==> config.mk <==
export PLATFORM = sky130hd
export DESIGN_NAME = ofm_reader
export DESIGN_NICKNAME = d
export VERILOG_FILES = /design/src/rtl/TPU_def.sv /design/src/rtl/ofm_requant.sv /design/src/rtl/ofm_reader.sv
export SDC_FILE = /design/constraint.sdc
export NUM_CORES = 1
export LEC_CHECK = 0
export CELL_PAD_IN_SITES_DETAIL_PLACEMENT = 0
export CELL_PAD_IN_SITES_GLOBAL_PLACEMENT = 2
export CORE_MARGIN = 10
export CORE_UTILIZATION = 39
export CTS_CLUSTER_DIAMETER = 100
export DETAILED_ROUTE_END_ITERATION = 10
export PLACE_DENSITY_LB_ADDON = 0.15
export SYNTH_ARGS = -nofsm -noshare
export SYNTH_HDL_FRONTEND = slang
export SYNTH_SLANG_ARGS = --single-unit
export TNS_END_PERCENT = 100
==> constraint.sdc <==
create_clock -name clk -period 12.28 [get_ports clk]
set_input_delay 2.456 -clock clk [delete_from_list [all_inputs] [get_ports clk]]
set_output_delay 2.456 -clock clk [all_outputs]
set_load 0.01 [all_outputs]
==> src/rtl/TPU_def.sv <==
// -----------------------------------------------------------------------------
// TPU_def
// Shared definitions for the OFM read path.
//   SYS_WIDTH          accumulators per OFM row (multiple of ELEMS_PER_WORD)
//   MAC_OUT_BIT        accumulator width
//   OFM_SRAM_ADDR_BIT  OFM SRAM address width
//   OUT_W              requantized element width
//   ELEMS_PER_WORD     requantized elements packed into one 32-bit word
//   ofm_rd_state_t     read-engine FSM states
// -----------------------------------------------------------------------------
package TPU_def;

    localparam int SYS_WIDTH         = 8;
    localparam int MAC_OUT_BIT       = 24;
    localparam int OFM_SRAM_ADDR_BIT = 9;
    localparam int OUT_W             = 8;
    localparam int ELEMS_PER_WORD    = 4;

    typedef enum logic [2:0] {
        IDLE,
        RD,
        CAP,
        OUT,
        FIN
    } ofm_rd_state_t;

endpackage

==> src/rtl/ofm_requant.sv <==
// -----------------------------------------------------------------------------
// ofm_requant
// Combinational requantizer for one accumulator: arithmetic right shift,
// optional ReLU, then saturation to a signed OUT_W-bit value.
//   acc      in   MAC_OUT_BIT  signed accumulator
//   shift    in   5            arithmetic right-shift amount
//   relu_en  in   1            clamp negative results to zero
//   q        out  OUT_W        saturated two's-complement result
// -----------------------------------------------------------------------------
module ofm_requant #(
    parameter int MAC_OUT_BIT = TPU_def::MAC_OUT_BIT,
    parameter int OUT_W       = TPU_def::OUT_W
) (
    input  logic signed [MAC_OUT_BIT-1:0] acc,
    input  logic        [4:0]             shift,
    input  logic                          relu_en,
    output logic        [OUT_W-1:0]       q
);

    localparam logic signed [MAC_OUT_BIT-1:0] SAT_MAX = MAC_OUT_BIT'((1 <<< (OUT_W - 1)) - 1);
    localparam logic signed [MAC_OUT_BIT-1:0] SAT_MIN = MAC_OUT_BIT'(-(1 <<< (OUT_W - 1)));

    logic signed [MAC_OUT_BIT-1:0] shifted;

    // NOTE: combinational blocks use blocking '=' so each statement sees the
    // value produced by the one before it within the same evaluation.
    always_comb begin
        // Shift amounts at or beyond the accumulator width leave only sign bits.
        shifted = acc >>> shift;
        if (relu_en && shifted[MAC_OUT_BIT-1]) begin
            shifted = '0;
        end
        if (shifted > SAT_MAX) begin
            q = SAT_MAX[OUT_W-1:0];
        end else if (shifted < SAT_MIN) begin
            q = SAT_MIN[OUT_W-1:0];
        end else begin
            q = shifted[OUT_W-1:0];
        end
    end

endmodule

==> src/rtl/ofm_reader.sv <==
// -----------------------------------------------------------------------------
// ofm_reader
// Reads a contiguous range of OFM SRAM rows, requantizes every accumulator to
// a signed byte and streams the bytes, four per 32-bit word, over valid/ready.
// Owns the SRAM port while busy and never writes it.
//   clk, rst    in   system clock (rising edge), async active-high reset
//   start       in   one-cycle start pulse, honoured only in IDLE
//   base_addr   in   ADDR_W    first row address (sampled on start)
//   row_count   in   ADDR_W+1  number of rows (sampled on start)
//   shift       in   5         requant shift (sampled on start)
//   relu_en     in   1         requant ReLU enable (sampled on start)
//   busy        out  1         job in progress
//   done        out  1         one-cycle completion pulse
//   sram_a      out  ADDR_W    SRAM row address
//   sram_cs     out  1         SRAM chip select
//   sram_oe     out  1         SRAM output enable
//   sram_web    out  SYS_WIDTH SRAM write enables (active low, always off)
//   sram_do     in   SYS_WIDTH x MAC_OUT_BIT  SRAM read data, element 0 = col 0
//   out_data    out  32        packed word, element k in bits [8k+7:8k]
//   out_valid   out  1         out_data valid
//   out_ready   in   1         consumer ready
// -----------------------------------------------------------------------------
module ofm_reader #(
    parameter int SYS_WIDTH   = TPU_def::SYS_WIDTH,
    parameter int MAC_OUT_BIT = TPU_def::MAC_OUT_BIT,
    parameter int ADDR_W      = TPU_def::OFM_SRAM_ADDR_BIT,
    parameter int OUT_W       = TPU_def::OUT_W
) (
    input  logic                   clk,
    input  logic                   rst,
    input  logic                   start,
    input  logic [ADDR_W-1:0]      base_addr,
    input  logic [ADDR_W:0]        row_count,
    input  logic [4:0]             shift,
    input  logic                   relu_en,
    output logic                   busy,
    output logic                   done,
    output logic [ADDR_W-1:0]      sram_a,
    output logic                   sram_cs,
    output logic                   sram_oe,
    output logic [SYS_WIDTH-1:0]   sram_web,
    input  logic [MAC_OUT_BIT-1:0] sram_do [SYS_WIDTH],
    output logic [31:0]            out_data,
    output logic                   out_valid,
    input  logic                   out_ready
);

    import TPU_def::*;

    localparam int WORD_W    = ELEMS_PER_WORD * OUT_W;
    localparam int WORDS     = SYS_WIDTH / ELEMS_PER_WORD;
    localparam int WIDX_W    = (WORDS > 1) ? $clog2(WORDS) : 1;
    localparam logic [WIDX_W-1:0] LAST_WORD = WIDX_W'(WORDS - 1);

    ofm_rd_state_t state, state_nxt;

    // Job configuration, frozen at start so the inputs may change while busy.
    logic [ADDR_W-1:0]      cfg_base;
    logic [ADDR_W:0]        cfg_rows;
    logic [4:0]             cfg_shift;
    logic                   cfg_relu;

    logic [ADDR_W:0]        row_idx;
    logic [ADDR_W:0]        row_nxt;
    logic [WIDX_W-1:0]      word_idx;
    logic                   last_word;
    logic                   more_rows;

    logic [MAC_OUT_BIT-1:0]     row_buf [SYS_WIDTH];
    logic [SYS_WIDTH*OUT_W-1:0] q_flat;
    logic [WORD_W-1:0]          word_data;

    assign row_nxt   = row_idx + (ADDR_W + 1)'(1);
    assign last_word = (word_idx == LAST_WORD);
    assign more_rows = (row_nxt < cfg_rows);
    assign sram_web  = '1;

    // -------------------------------------------------------------------------
    // FSM: state register
    // -------------------------------------------------------------------------
    // NOTE: sequential blocks use non-blocking '<=' so every flop samples the
    // values from before the clock edge, independent of statement order.
    always_ff @(posedge clk or posedge rst) begin
        if (rst) begin
            state <= IDLE;
        end else begin
            state <= state_nxt;
        end
    end

    // -------------------------------------------------------------------------
    // FSM: next-state logic
    // -------------------------------------------------------------------------
    // NOTE: every combinational output gets a default before the case so that
    // no path leaves it unassigned, which would infer a latch.
    always_comb begin
        state_nxt = state;
        case (state)
            IDLE: begin
                if (start) begin
                    // An empty job skips the SRAM entirely and just signals done.
                    state_nxt = (row_count != '0) ? RD : FIN;
                end
            end
            RD:  state_nxt = CAP;
            CAP: state_nxt = OUT;
            OUT: begin
                if (out_ready && last_word) begin
                    state_nxt = more_rows ? RD : FIN;
                end
            end
            FIN:     state_nxt = IDLE;
            default: state_nxt = IDLE;
        endcase
    end

    // -------------------------------------------------------------------------
    // FSM: outputs (Moore, decoded from the registered state)
    // -------------------------------------------------------------------------
    always_comb begin
        busy      = 1'b0;
        done      = 1'b0;
        out_valid = 1'b0;
        sram_cs   = 1'b0;
        sram_oe   = 1'b0;
        sram_a    = '0;
        out_data  = '0;
        case (state)
            RD: begin
                busy    = 1'b1;
                sram_cs = 1'b1;
                sram_oe = 1'b1;
                // Wraps modulo 2^ADDR_W by truncation.
                sram_a  = cfg_base + row_idx[ADDR_W-1:0];
            end
            CAP: busy = 1'b1;
            OUT: begin
                busy      = 1'b1;
                out_valid = 1'b1;
                out_data  = word_data;
            end
            FIN:     done = 1'b1;
            default: ;
        endcase
    end

    // -------------------------------------------------------------------------
    // Datapath: config capture, row/word counters, row buffer
    // -------------------------------------------------------------------------
    // NOTE: the row buffer is an array of plain flops and is cleared on reset
    // so no accumulator from an aborted job survives into the next one.
    always_ff @(posedge clk or posedge rst) begin
        if (rst) begin
            cfg_base  <= '0;
            cfg_rows  <= '0;
            cfg_shift <= '0;
            cfg_relu  <= 1'b0;
            row_idx   <= '0;
            word_idx  <= '0;
            for (int i = 0; i < SYS_WIDTH; i++) begin
                row_buf[i] <= '0;
            end
        end else begin
            case (state)
                IDLE: begin
                    if (start && row_count != '0) begin
                        cfg_base  <= base_addr;
                        cfg_rows  <= row_count;
                        cfg_shift <= shift;
                        cfg_relu  <= relu_en;
                        row_idx   <= '0;
                    end
                end
                CAP: begin
                    // sram_do is valid only in the cycle after RD.
                    for (int i = 0; i < SYS_WIDTH; i++) begin
                        row_buf[i] <= sram_do[i];
                    end
                    word_idx <= '0;
                end
                OUT: begin
                    // Counters move only on a handshake, which keeps out_data
                    // stable for as long as the consumer stalls.
                    if (out_ready) begin
                        if (!last_word) begin
                            word_idx <= word_idx + WIDX_W'(1);
                        end else if (more_rows) begin
                            row_idx <= row_nxt;
                        end
                    end
                end
                default: ;
            endcase
        end
    end

    // -------------------------------------------------------------------------
    // Requantization of the whole row buffer and word selection
    // -------------------------------------------------------------------------
    for (genvar g = 0; g < SYS_WIDTH; g++) begin : g_requant
        ofm_requant #(
            .MAC_OUT_BIT (MAC_OUT_BIT),
            .OUT_W       (OUT_W)
        ) u_requant (
            .acc     (row_buf[g]),
            .shift   (cfg_shift),
            .relu_en (cfg_relu),
            .q       (q_flat[g*OUT_W +: OUT_W])
        );
    end

    always_comb begin
        word_data = '0;
        for (int w = 0; w < WORDS; w++) begin
            if (word_idx == WIDX_W'(w)) begin
                word_data = q_flat[w*WORD_W +: WORD_W];
            end
        end
    end

endmodule

# Word level (Yosys, flattened, before mapping)
# Index checks and enable logic that the tools add are counted.
[op_classes]
n_addsub = 3
order_cmp = 17
eq_ne = 10
n_shift = 8
muxes = 44
n_reduce_logical = 19
[op_table]
columns = ["operator", "n"]
rows = [
  ["$gt A24 B8 Y1 const B", 8],
  ["$lt A24 B8 Y1 const B", 8],
  ["$mux W24", 8],
  ["$sshr A24 B5 Y24", 8],
  ["$mux W8", 16],
  ["$mux W32", 2],
  ["$mux W10", 4],
  ["$pmux W10 S2", 1],
  ["$mux W3", 4],
  ["$ne A2 B2 Y1 const B", 6],
  ["$pmux W3 S4", 1],
  ["$add A10 B1 Y10 const B", 1],
  ["$logic_and A1 B1 Y1", 10],
  ["$lt A10 B10 Y1", 1],
  ["$reduce_bool A10 Y1", 1],
  ["$add A9 B9 Y9", 1],
  ["$mux W9", 1],
  ["$eq A3 B2 Y1 const B", 2],
  ["$mux W1", 6],
  ["$reduce_and A2 Y1", 3],
  ["$reduce_and A5 Y1", 1],
  ["$reduce_bool A2 Y1", 2],
  ["$eq A3 B1 Y1 const B", 1],
  ["$eq A3 B3 Y1 const B", 1],
  ["other kinds (4)", 4],
]
[totals]
ff_bits = 231
output_inout_bits = 54

# Logic depth before layout (Yosys ltp)
[logic_depth]
depth_word = 8
depth_mapped = 15
mapped_depth_nobuf = 12

# By module
# Synthesis repeated with hierarchy kept, for this count alone.
[hier_totals]
hier_cells = 1961
area_unflattened_um2 = 20966.4
[modules_own_cells]
columns = ["mod", "instances", "cells_each", "area_per_inst_um2", "seq_area_each_um2"]
rows = [
  ["ofm_requant", 8, 154, 1360.1, 0.0],
  ["ofm_reader", 1, 729, 10085.9, 5780.5],
]

# Least setup slack after synthesis
# OpenSTA, ideal clock, no wires.
[synth_timing]
path_kind = "reg2out"
startpoint = "register cfg_shift[0]"
endpoint = "output port out_data[30]"
t_arrival_ps = 2708
required_ps = 9824
path_slack_ps = 7116
stages_incl_launch_ff = 12
path_buffers = 3
cell_sequence = "dfrtp_1 -> buf_6 -> buf_4 -> buf_4 -> nor3_2 -> mux2i_1 -> o21ai_0 -> a2111oi_0 -> a211o_1 -> nand2_1 -> o21ai_2 -> a22oi_1"
[synth_via]
elab_chain_len = 8
elab_cells_between_ends = 16
[synth_lines]
columns = ["item", "line", "rtl"]
rows = [
  ["start, declared", "ofm_reader.sv:60", "logic [4:0] cfg_shift;"],
  ["start signal, assigned", "ofm_reader.sv:169", "cfg_shift <= shift;"],
  ["$sshr A24 B5 Y24", "ofm_requant.sv:29", "shifted = acc >>> shift;"],
  ["$logic_and A1 B1 Y1", "ofm_requant.sv:30", "if (relu_en && shifted[MAC_OUT_BIT-1]) begin"],
  ["$mux W24", "ofm_requant.sv:30", ""],
  ["$lt A24 B8 Y1", "ofm_requant.sv:35", "end else if (shifted < SAT_MIN) begin"],
  ["$mux W8", "ofm_requant.sv:35", ""],
  ["$mux W8", "ofm_requant.sv:33", "if (shifted > SAT_MAX) begin"],
  ["$mux W32 (*)", "ofm_reader.sv:215", "if (word_idx == WIDX_W'(w)) begin"],
  ["$mux W32 (*)", "ofm_reader.sv:128", "case (state)"],
  ["end, declared", "ofm_reader.sv:43", "output logic [31:0] out_data,"],
]
# Mark *: on every way between the ends. The rest lies on a longest branch, timed or not.

# Worst setup path after layout
[layout_timing]
startpoint = "register cfg_shift[2]"
endpoint = "output port out_data[12]"
# Same word-level chain as after synthesis.

==> out/summary.txt <==
I/O Buffers = 266
num rows = 85
Clock Path Buffers = 3
post-cts resize count = 0
Core Region = 0.0541 mm2
Synth area leaders = dfrtp_1 (27%), mux2_2 (14%), mux4_2 (13%)
Starting Density = 39.6%
initial antenna violation count = 0
DRT iter0 DRCs = 1,569
Tot GR Track Use = 23.7%
Reg power frac = 21.2%
Hold Path Depth = 2
Async S/R FF share, synth = 100%
hold_buf cts = 0
synthesized flop and latch total = 231
Slew HR = 17.5%
DR WL/cell = 26.1 um
CP endpoint kind = output port
vias in the first global route = 19,500
DRC = 0
fraction of layout cells with a size suffix above 1 = 22.2%
Layout Skew = 12.9 ps
crit path kind = reg2out
FF-to-FF path depth = 11
Startpoint Class = register
Hold Path Class = reg2reg
final instance area = 0.0251 mm2
critical path required time = 9820 ps
most numerous cell in the Yosys netlist = mux2_2
Warnings, synthesis = 0
post-CTS setup buffer count = 0
CTS tree = yes
peak supply drop = 0.000183 V
Post-synth EDFFs = 0
Post-layout nets = 2,539
Worst Tran Pin Value = 1230 ps
Post-Synthesis Cells = 2,170
DRT Pass-1 Iters = 5
Root Buffer Master = clkbuf_16
# diodes = 0
H-tree levels = 1
clk sinks = 231
worst skew pair latency = 580 ps
Mapped Area = 0.0215 mm2
Layout area overhead = 16.9%
status = finished clean
RSZ-0062 raised after global routing = no
largest net degree at the start of global routing = 158
Tcrit/Tclk final = 66.2%
post-synth cell types = 93
switch share = 49.8%
internal cell power = 4.49 mW
fin. max-slew vios = 0
Worst EP arrival = 5670 ps
non-filler cells in the finished layout = 3,016
Max Fanout on Critical Path = 157
via count = 18,900
Logic pwr share = 69.1%
routed wire length = 78.6 mm
Post-DP HPWL = 56.9 mm
sequential element share of the synthesized area = 26.9%
max cap viols = 0
CTS buffer count = 28
Pleak = 9.80 nW
leading area contributor after synthesis = dfrtp_1
ANT nets after route = 0
Most used DFF post-synth = dfrtp_1
Synth top area share = 26.9%
area post-placement = 0.0241 mm2
vias per cell = 6.25
Routability Congestion = 0.909
Clock Power Share = 9.7%
cell count after placement = 2,965
first-pass GRT wire length = 121 mm
Final Hold Violating Endpoints = 0
sw power = 4.45 mW
Worst-path clk slew = 60 ps
Die ar. = 0.0648 mm2
Post-synth top cells = mux2_2 (267), nand2_1 (248), dfrtp_1 (231)
register area = 0.00580 mm2
Remaining Overflow, GRT = 0
P per Cell Area = 357 mW/mm2
Chip Height = 255 um
Die Span X = 255 um
Fillers = 5,218
minimum clock period = 8130 ps
area of the multi-input gates = 0.0144 mm2
Mapped Avg Cell Area = 9.89 um2
Setup violations, final = 0
I/O pin cnt = 275
Max Freq = 0.123 GHz
post-route setup TNS = 0 ps
through the flow:
| stage | setup WS, ps | power, mW | hold WS (ps) | util (%) |
|---|---|---|---|---|
| 2_1_floorplan | 3490 | 6.17 | 440 | - |
| 3_3_place_gp | 4750 | 8.00 | 471 | 44.6 |
| 3_5_place_dp | 4790 | 8.00 | 474 | 44.6 |
| 4_1_cts | 4150 | 8.92 | 491 | 46.3 |
| 5_1_grt | 3820 | 9.57 | 513 | 46.3 |
| 6_report | 4150 | 8.94 | 484 | 46.3 |
path summary, 6_finish.rpt:
check | from | end | slack [ps]
worst max register to register | row_idx[1] | row_idx[5] | 8920
min in group asynchronous | rst | row_buf[40] | 2350
max in group asynchronous | rst | cfg_shift[2] | 7560
worst max-delay path | cfg_shift[2] | out_data[12] | 4150
worst min-delay path | cfg_base[2] | cfg_base[2] | 480
worst min register to register | cfg_base[2] | cfg_base[2] | 480
layer usage:
metal / global-route usage, % / routed length [um]
met5: 0 / 0
met2: 38.9 / 37300
met1: 32.8 / 34800
met3: 3.23 / 4940
met4: 5.20 / 1590
cells by family after synthesis:
kind of cell    after synthesis  synth area share, %
simple gates                556                 11.8
fa+ha+maj                    19                 1.14
compound gates              524                 16.8
other cells                   1               0.0175
mux                         581                 36.6
flops                       231                 26.9
buf+inv                     242                 6.11
xor+xnor                     16                0.653
critical path, stage by stage (launching register included):
cell and delay [ps]:
dfrtp_4 770, buf_12 660, inv_2 540, a211oi_1 680, nor2_1 120, a41oi_1 240, o41ai_1 130, a221oi_1 820
a31oi_1 110, a21oi_1 350, clkdlybuf4s50_1 620
layout by cell type (no fill, tap or decap), types with 32 or more instances in the layout:
cell and n:
mux4_2 127, a211oi_1 32, mux2_2 267, nand2_1 248
nor2_1 136, a21oi_1 93, mux2i_1 179, dfrtp_1 226
inv_1 32, clkdlybuf4s50_1 266, o211ai_1 32, o21ai_0 118
final cells by class:
| class | instances | share of cell area [%] |
|---|---|---|
| sequential | 231 | 23.1 |
| clock buffer | 39 | 3.28 |
| timing repair buffer | 295 | 11.5 |
| inverter | 39 | 0.624 |
| clock inverter | 12 | 0.554 |
| tap | 696 | 3.47 |
| multi-input combinational | 1704 | 57.4 |
power groups by stage:
stage / Combinational (mW) / Sequential [mW] / Clock (mW)
finish: 6.18 / 1.90 / 0.865
floorplan: 4.74 / 1.43 / 0
detailed placement: 6.11 / 1.90 / 0
global placement: 6.11 / 1.89 / 0
CTS: 6.14 / 1.89 / 0.889
global route: 6.67 / 1.98 / 0.924
registers in the layout, summed over array words and instances (netlist names):
signal and count:
cfg_shift 5, cfg_rows 10, cfg_base 9, cfg_relu 1, row_idx 10, state 3, last_word 1, row_buf 192
Note: power is estimated with default switching activity, not from simulation.
